==> src/rtl/mem_access_unit.sv <==
// -----------------------------------------------------------------------------
// mem_access_unit
// MEM-stage data-memory interface. Turns the EX/MEM load/store flags and the
// ALU effective address into a single req/ack bus transaction with byte
// enables. It holds the pipeline in mem_stall until the bus answers or the
// timeout expires, then presents the extended load result (or a bus error)
// for exactly one cycle (DONE) so the instruction advances once.
//
// Ports
//   clk, rst_n                 clock (rising edge), async active-low reset
//   valid_M, flush_M           MEM-stage instruction valid / squash
//   MemRead_M, MemWrite_M      load / store instruction
//   LOAD_*_M, STORE_*_M        one-hot access size (none set => word)
//   ALUOut_M                   effective byte address
//   WriteData_M                right-justified store data
//   dmem_req/we/addr/be/wdata  bus request side, stable while in REQ
//   dmem_rdata, dmem_ack       bus response (ack is a one-cycle pulse)
//   ReadData_M                 extended load result, valid in DONE
//   mem_stall                  freeze IF..MEM
//   AddrErr_M                  misaligned access (combinational, no bus cycle)
//   BusErr_M                   timeout flag, valid in DONE
// -----------------------------------------------------------------------------
module mem_access_unit #(
    parameter int TIMEOUT_CYCLES = 64
) (
    input  logic        clk,
    input  logic        rst_n,
    input  logic        valid_M,
    input  logic        flush_M,
    input  logic        MemRead_M,
    input  logic        MemWrite_M,
    input  logic        LOAD_BYTE_M,
    input  logic        LOAD_HW_M,
    input  logic        LOAD_WORD_M,
    input  logic        LOAD_BYTE_UNSIGNED_M,
    input  logic        LOAD_HW_UNSIGNED_M,
    input  logic        STORE_BYTE_M,
    input  logic        STORE_HW_M,
    input  logic        STORE_WORD_M,
    input  logic [31:0] ALUOut_M,
    input  logic [31:0] WriteData_M,
    output logic        dmem_req,
    output logic        dmem_we,
    output logic [31:0] dmem_addr,
    output logic [3:0]  dmem_be,
    output logic [31:0] dmem_wdata,
    input  logic [31:0] dmem_rdata,
    input  logic        dmem_ack,
    output logic [31:0] ReadData_M,
    output logic        mem_stall,
    output logic        AddrErr_M,
    output logic        BusErr_M
);

    localparam int CW = $clog2(TIMEOUT_CYCLES + 1);
    // The counter reaches TIMEOUT_CYCLES at the end of the last allowed REQ
    // cycle, so the give-up decision is taken while it still reads one less.
    localparam logic [CW-1:0] TMO_LAST = CW'(TIMEOUT_CYCLES - 1);

    localparam logic [1:0] IDLE = 2'd0;
    localparam logic [1:0] REQ  = 2'd1;
    localparam logic [1:0] DONE = 2'd2;

    logic [1:0]    state;
    logic [CW-1:0] tmo_cnt;

    // Load shape captured at request time; the EX/MEM inputs may change
    // (e.g. flush) before the ack arrives.
    logic       ld_byte;
    logic       ld_half;
    logic       ld_signed;
    logic [1:0] ld_off;

    logic        active;
    logic        access;
    logic        sel_byte;
    logic        sel_half;
    logic        sel_word;
    logic [3:0]  be_next;
    logic [31:0] wdata_next;
    logic [7:0]  lane_byte;
    logic [15:0] lane_half;
    logic [31:0] ext_data;

    // Size decode: store flags for stores, load flags otherwise.
    // With no size flag asserted the access is treated as a word.
    always_comb begin
        active = valid_M & ~flush_M;
        if (MemWrite_M) begin
            sel_byte = STORE_BYTE_M;
            sel_half = STORE_HW_M;
            sel_word = STORE_WORD_M | ~(STORE_BYTE_M | STORE_HW_M);
        end else begin
            sel_byte = LOAD_BYTE_M | LOAD_BYTE_UNSIGNED_M;
            sel_half = LOAD_HW_M | LOAD_HW_UNSIGNED_M;
            sel_word = LOAD_WORD_M | ~(sel_byte | sel_half);
        end

        // Only memory instructions can be misaligned; ALU results that
        // happen to be odd must not raise an address error.
        AddrErr_M = active & (MemRead_M | MemWrite_M) &
                    ((sel_half & ALUOut_M[0]) | (sel_word & (|ALUOut_M[1:0])));
        access    = active & (MemRead_M | MemWrite_M) & ~AddrErr_M;

        if (sel_byte) begin
            be_next    = 4'b0001 << ALUOut_M[1:0];
            wdata_next = {4{WriteData_M[7:0]}};
        end else if (sel_half) begin
            be_next    = ALUOut_M[1] ? 4'b1100 : 4'b0011;
            wdata_next = {2{WriteData_M[15:0]}};
        end else begin
            be_next    = 4'b1111;
            wdata_next = WriteData_M;
        end
    end

    // Lane extraction and extension of the returning read data.
    always_comb begin
        lane_byte = dmem_rdata[{ld_off, 3'b000} +: 8];
        lane_half = ld_off[1] ? dmem_rdata[31:16] : dmem_rdata[15:0];
        if (ld_byte) begin
            ext_data = {{24{ld_signed & lane_byte[7]}}, lane_byte};
        end else if (ld_half) begin
            ext_data = {{16{ld_signed & lane_half[15]}}, lane_half};
        end else begin
            ext_data = dmem_rdata;
        end
    end

    // DONE deliberately drops the stall so the instruction leaves MEM once.
    assign mem_stall = ((state == IDLE) & access) | (state == REQ);

    always_ff @(posedge clk or negedge rst_n) begin
        if (!rst_n) begin
            state      <= IDLE;
            dmem_req   <= 1'b0;
            dmem_we    <= 1'b0;
            dmem_addr  <= '0;
            dmem_be    <= '0;
            dmem_wdata <= '0;
            ReadData_M <= '0;
            BusErr_M   <= 1'b0;
            tmo_cnt    <= '0;
            ld_byte    <= 1'b0;
            ld_half    <= 1'b0;
            ld_signed  <= 1'b0;
            ld_off     <= 2'b00;
        end else begin
            case (state)
                IDLE: begin
                    if (access) begin
                        state      <= REQ;
                        dmem_req   <= 1'b1;
                        dmem_we    <= MemWrite_M;
                        dmem_addr  <= {ALUOut_M[31:2], 2'b00};
                        dmem_be    <= be_next;
                        dmem_wdata <= wdata_next;
                        tmo_cnt    <= '0;
                        ld_byte    <= sel_byte;
                        ld_half    <= sel_half;
                        ld_signed  <= ~MemWrite_M & (LOAD_BYTE_M | LOAD_HW_M);
                        ld_off     <= ALUOut_M[1:0];
                    end
                end
                REQ: begin
                    // An ack on the final allowed cycle still completes normally.
                    if (dmem_ack) begin
                        state      <= DONE;
                        dmem_req   <= 1'b0;
                        ReadData_M <= ext_data;
                    end else if (tmo_cnt == TMO_LAST) begin
                        state      <= DONE;
                        dmem_req   <= 1'b0;
                        ReadData_M <= '0;
                        BusErr_M   <= 1'b1;
                        tmo_cnt    <= tmo_cnt + CW'(1);
                    end else begin
                        tmo_cnt    <= tmo_cnt + CW'(1);
                    end
                end
                DONE: begin
                    state    <= IDLE;
                    BusErr_M <= 1'b0;
                end
                default: begin
                    state    <= IDLE;
                    dmem_req <= 1'b0;
                end
            endcase
        end
    end

endmodule

==> config.mk <==
export PLATFORM = sky130hd
export DESIGN_NAME = mem_access_unit
export DESIGN_NICKNAME = d
export VERILOG_FILES = /design/src/rtl/mem_access_unit.sv
export SDC_FILE = /design/constraint.sdc
export NUM_CORES = 1
export LEC_CHECK = 0
export CORE_MARGIN = 3
export CORE_UTILIZATION = 36
export DETAILED_ROUTE_END_ITERATION = 8
export DONT_BUFFER_PORTS = 1
export SLEW_MARGIN = 20
export SYNTH_ARGS = -nofsm -noshare
export SYNTH_HDL_FRONTEND = slang
export SYNTH_SLANG_ARGS = --single-unit
==> constraint.sdc <==
create_clock -name clk -period 2.4 [get_ports clk]
set_input_delay 0.24 -clock clk [delete_from_list [all_inputs] [get_ports clk]]
set_output_delay 0.24 -clock clk [all_outputs]
set_load 0.01 [all_outputs]
# Yosys cells after proc, flatten, opt, wreduce, memory -nomap -nowiden
# Index checks and enable logic that the tools add are counted.
dict set report op_classes {
  n_addsub 1
  n_eq_ne 7
  n_shift 2
  mux 27
  bitwise_logic 26
  reduce_logical 11
}
# op n
set op_table {}
lappend op_table {{two-way mux 32 bit} 6}
lappend op_table {{indexed part select 32 x 6 -> 8 bit} 1}
lappend op_table {{two-way mux 16 bit} 1}
lappend op_table {{two-way mux 7 bit} 2}
lappend op_table {{one-hot mux 7 bit (2 select lines)} 1}
lappend op_table {{two-way mux 4 bit} 3}
lappend op_table {{bitwise AND 1 bit} 10}
lappend op_table {{OR 1 bit} 10}
lappend op_table {{AND reduction 3 bit} 3}
lappend op_table {{two-way mux 1 bit} 8}
lappend op_table {{adder 7 x 1 -> 7 bit (second input constant)} 1}
lappend op_table {{equality test 7 x 6 -> 1 bit (second input constant)} 1}
lappend op_table {{two-way mux 2 bit} 3}
lappend op_table {{inverter 1 bit} 6}
lappend op_table {{AND reduction 2 bit} 3}
lappend op_table {{nonzero test 2 bit} 3}
lappend op_table {{inequality test 2 bit (second input constant)} 2}
lappend op_table {{one-hot mux 2 bit (2 select lines)} 1}
lappend op_table {{left shift 1 x 2 -> 4 bit (first input constant)} 1}
lappend op_table {{inequality test 3 x 2 -> 1 bit (second input constant)} 1}
lappend op_table {{one-hot mux 1 bit (3 select lines)} 1}
lappend op_table {{equality test 2 x 1 -> 1 bit (second input constant)} 1}
lappend op_table {{equality test 2 bit (second input constant)} 1}
lappend op_table {{logical NOT 2 bit} 1}
lappend op_table {{3 further kinds} 3}
dict set report word_totals {
  regBits 115
  in_bits 111
  output_inout_bits 105
  word_cells 87
}

# Depth between registers and ports, before layout
dict set report logic_depth {
  ltp_word 12
  mapped_depth 8
  ltp_nobuf 6
}

# Worst setup path before layout
# No wires, ideal clock.
dict set report synth_path {
  path_kind {input-to-reg}
  start {input port MemWrite_M}
  end {register dmem_addr[18]}
  setup_ps 127
  arrival_ps 1945
  required_time_ps 2273
  slack_ps 327
  cell_stages 7
  n_path_buf 3
  cell_sequence {or3_1 buf_4 a2111oi_4 a22o_2 buf_8 buf_6 mux2_1}
}
dict set report synth_between {
  elab_chain_cells 7
  word_cells_on_any_way 11
  classes_between {mux (2); bitwise (8); reduce/logical (1)}
}
# element line
set synth_rtl {}
lappend synth_rtl {{start: declaration} 31} ;# input logic MemWrite_M,
lappend synth_rtl {{two-way mux 1 bit} 89} ;# if (MemWrite_M) begin
lappend synth_rtl {{bitwise AND 1 bit} 102} ;# ((sel_half & ALUOut_M[0]) | (sel_word & (|ALUOut_M[1:0])));
lappend synth_rtl {{OR 1 bit} 102}
lappend synth_rtl {{bitwise AND 1 bit} 101} ;# AddrErr_M = active & (MemRead_M | MemWrite_M) &
lappend synth_rtl {{inverter 1 bit} 103} ;# access = active & (MemRead_M | MemWrite_M) & ~AddrErr_M;
lappend synth_rtl {{bitwise AND 1 bit (*)} 103}
lappend synth_rtl {{AND reduction 2 bit (no line) (*)} n/a}
lappend synth_rtl {{end signal: assignment} 155} ;# dmem_addr <= {ALUOut_M[31:2], 2'b00};
lappend synth_rtl {{end: declaration} 44} ;# output logic [31:0] dmem_addr,
# Every way passes the cells marked *; elsewhere a longest branch is shown, timed or not.
# A chain may end at the register's enable or synchronous reset.

# Worst setup path in the final report
dict set report layout_path {
  start {register state[0]}
  end {output port mem_stall}
}
dict set report layout_between {
  elab_chain_cells 3
  word_cells_on_any_way 4
  classes_between {eq/ne (1); bitwise (2); reduce/logical (1)}
}
# element line
set layout_rtl {}
lappend layout_rtl {{start: declaration} 64} ;# logic [1:0] state;
lappend layout_rtl {{start signal: assignment} 135} ;# state <= IDLE;
lappend layout_rtl {{start signal: assignment} 152} ;# state <= REQ;
lappend layout_rtl {{start signal: assignment} 168} ;# state <= DONE;
lappend layout_rtl {{logical NOT 2 bit} 131} ;# assign mem_stall = ((state == IDLE) & access) | (state == REQ);
lappend layout_rtl {{bitwise AND 1 bit} 131}
lappend layout_rtl {{OR 1 bit (*)} 131}
lappend layout_rtl {{end: declaration} 50} ;# output logic mem_stall,
# Marked as above.

==> results.yml <==
synthesis:
  yosys.area.top_type: "dfrtp_1"
  ys_seq_area_frac: 0.508
  synth-seq-cells: 115
  syn_avg_cell_area_um2: 12.0
  yosysUniqueCellTypes: 44
  syn_area_mm2: 0.00567
  synth_edf_count: 0
  synthArstFlopShare: 1.00
  synth.top_cell.area_share: 0.508
  yosys-top-cells-count: "115 x dfrtp_1, 55 x mux2_2, 34 x mux2_1, 26 x o21ai_0, 23 x clkbuf_1"
  yosys_warnings: 0
  synth_most_common_cell: "dfrtp_1"
  ys.flop_type: "dfrtp_1"
  synth_area_leaders: "dfrtp_1 51%, mux2_2 11%, mux2_1 6.8%"
  synthCells: 472
floorplanning:
  ios: 216
  dieWidth_um: 131
  fp.dieH_um: 131
  rows: 45
  start_util: 0.370
  dieArea_mm2: 0.0173
  coreArea_mm2: 0.0153
route:
  wirelength_um: 16100
  vias: 4093
  viasPerCell: 5.55
  drc: 0
  ant_nets: 0
  wl_per_cell_um: 21.9
  drt-pass1-iter-count: 4
  drt_iter0_markers: 242
pwr:
  p_per_area_mw_per_mm2: 1120
  power.leakage_nw: 2.95
  ir_worst_vdd_mv: 0.581
timing:
  layout_min_cycle_time_ns: 2.16
  timing_hold_violations_final: 115
  tns_ns: 0
  clock_skew_ns: 0.0153
  finalSetupViolCount: 0
  grt_setup_unrepaired: "no"
  finalCritPeriodShare: 0.902
  worst_pin_slew_ns: 0.763
  timing.hold.ws_ns: -0.476
  relSlewSlack: 0.490
  maxSlewViolCount: 0
  max_freq_ghz: 0.462
clock_network:
  cts_buffers: 17
  clk_pin_slew_worst_paths_ns: 0.06
  clock_latency_ns: 0.42
  post_cts_buffers: 0
  htreeDepth: 4
  cts_resized: 0
  cts_tree: "yes"
  clock-sinks: 115
  cts_root_buf: "clkbuf_16"
  clockBufferDepth: 2
  cts_hold_buf: 41
global_routing:
  grt_usage: 0.188
  grt_pass1_vias: 4442
  overflow: 0
  grt_max_degree: 116
  grt_pass1_wl_um: 25500
  antenna_found_initial: 0
placed_design:
  dp_hpwl_um: 11200
  port_buffers: 0
  gp_congestion: 0.819
final_layout:
  final_util: 0.450
  fillerInstances: 1419
  diodes: 0
  drive_gt1_frac: 0.228
  syn_to_final_growth_pct: 21.6
  nets: 626
worst_setup_path:
  critical_path_class: "flop to primary output"
  worst-path-buf-inv: 1
  reg2reg_slack_ns: 0.24
  slowest_stage: "dfrtp_1"
  max_stage_delay_ns: 0.41
  crit_fanout: 7
  cpLargestDelayFamily: "simple AND/OR/NAND/NOR gates"
  start_kind: "flop"
  critPathArrivalTime_ns: 1.92
  cp-end-kind: "primary output"
  required_ns: 2.16
  path_cells: "or2_2 -> nor4_1 -> a22oi_2 -> buf_4 -> nand2b_1"
hold_path:
  min_path_type: "input port to asynchronous set/reset pin"
flow_run:
  drv_cap: 0
run_status:
  violations: "negative hold slack"
  status: "finished, violations left"
==> layout by cell type (no fill, tap or decap), drive strengths merged, types with 2 or more instances in the layout <==
cell type	count
a21o	3
or2	4
nand2b	4
mux2	89
o21ai	26
bufinv	3
nor2	17
conb	2
nand2	20
inv	16
nor3	17
nor2b	8
mux4	8
nor4	3
dfrtp	115
o2bb2ai	13
o22ai	4
a2bb2oi	2
a32o	3
o221ai	12
clkbuf	23
a22o	9
dlygate4sd3	41
and3	9
buf	19
mux2i	10
nand3	11
clkinv	5
a31oi	10
a211oi	9
==> registers in the layout, summed over array words and instances (netlist names) <==
register,flops
ld_byte,1
state,2
dmem_req,1
dmem_addr,30
ld_signed,1
dmem_wdata,32
BusErr_M,1
ld_off,2
tmo_cnt,7
dmem_be,4
ReadData_M,32
ld_half,1
dmem_we,1
==> cell families after synthesis <==
family / synth area share
flip-flops: 0.508
adder cells (fa/ha/maj): 0.00221
AO/OA/AOI/OAI: 0.128
other: 0.000661
AND/OR/NAND/NOR: 0.0856
multiplexers: 0.226
buffers and inverters: 0.0499
==> routing by layer <==
metal  GRT usage  part of all wire  routed length [um]
met5           0                 0                   0
met4      0.0607             0.013                 212
met3       0.104              0.13                2120
met2       0.312              0.49                7840
met1       0.204              0.37                5970
==> where the power goes <==
part,total (mW),internal (mW),switching (mW),leakage [nW]
clock network,2.62,1.74,0.886,0.303
registers,3.56,2.66,0.902,1.42
logic,1.52,0.848,0.668,1.23
total,7.70,5.24,2.46,2.95
==> cell type report <==
class                   instances  area [um^2]  share of cell area
repair buffers                 60          566              0.0820
inverters                      16         60.1             0.00871
clock inverters                 9          126              0.0183
flip-flops and latches        115         2880               0.417
multi-input cells             304         2510               0.364
clock buffers                  23          488              0.0708
well taps                     211          264              0.0383
==> per-stage QoR <==
step	total power, mW	hold WS [ns]	setup WS (ns)	std cells	instance area [um^2]
after global placement	4.97	-0.0530	0.303	665	5870
after global routing	8.12	-0.507	0.116	738	6890
after floorplan	4.58	-0.0556	0.327	473	5670
after CTS	7.78	-0.503	0.221	738	6890
final	7.70	-0.476	0.235	738	6890
after detailed placement	5.06	-0.0529	0.238	665	5870
==> path summary, 6_finish.rpt <==
kind | startpoint | endpoint | depth (start not counted)
max in group asynchronous | rst_n | dmem_addr[5] | 0
setup / recovery | state[0] | mem_stall | 5
hold reg to reg | state[1] | BusErr_M | 1
min in group clk | dmem_rdata[10] | ReadData_M[10] | 2
setup reg to reg | state[0] | dmem_be[2] | 5
hold / removal | rst_n | dmem_addr[10] | 0
(Power assumes the default switching activity.)
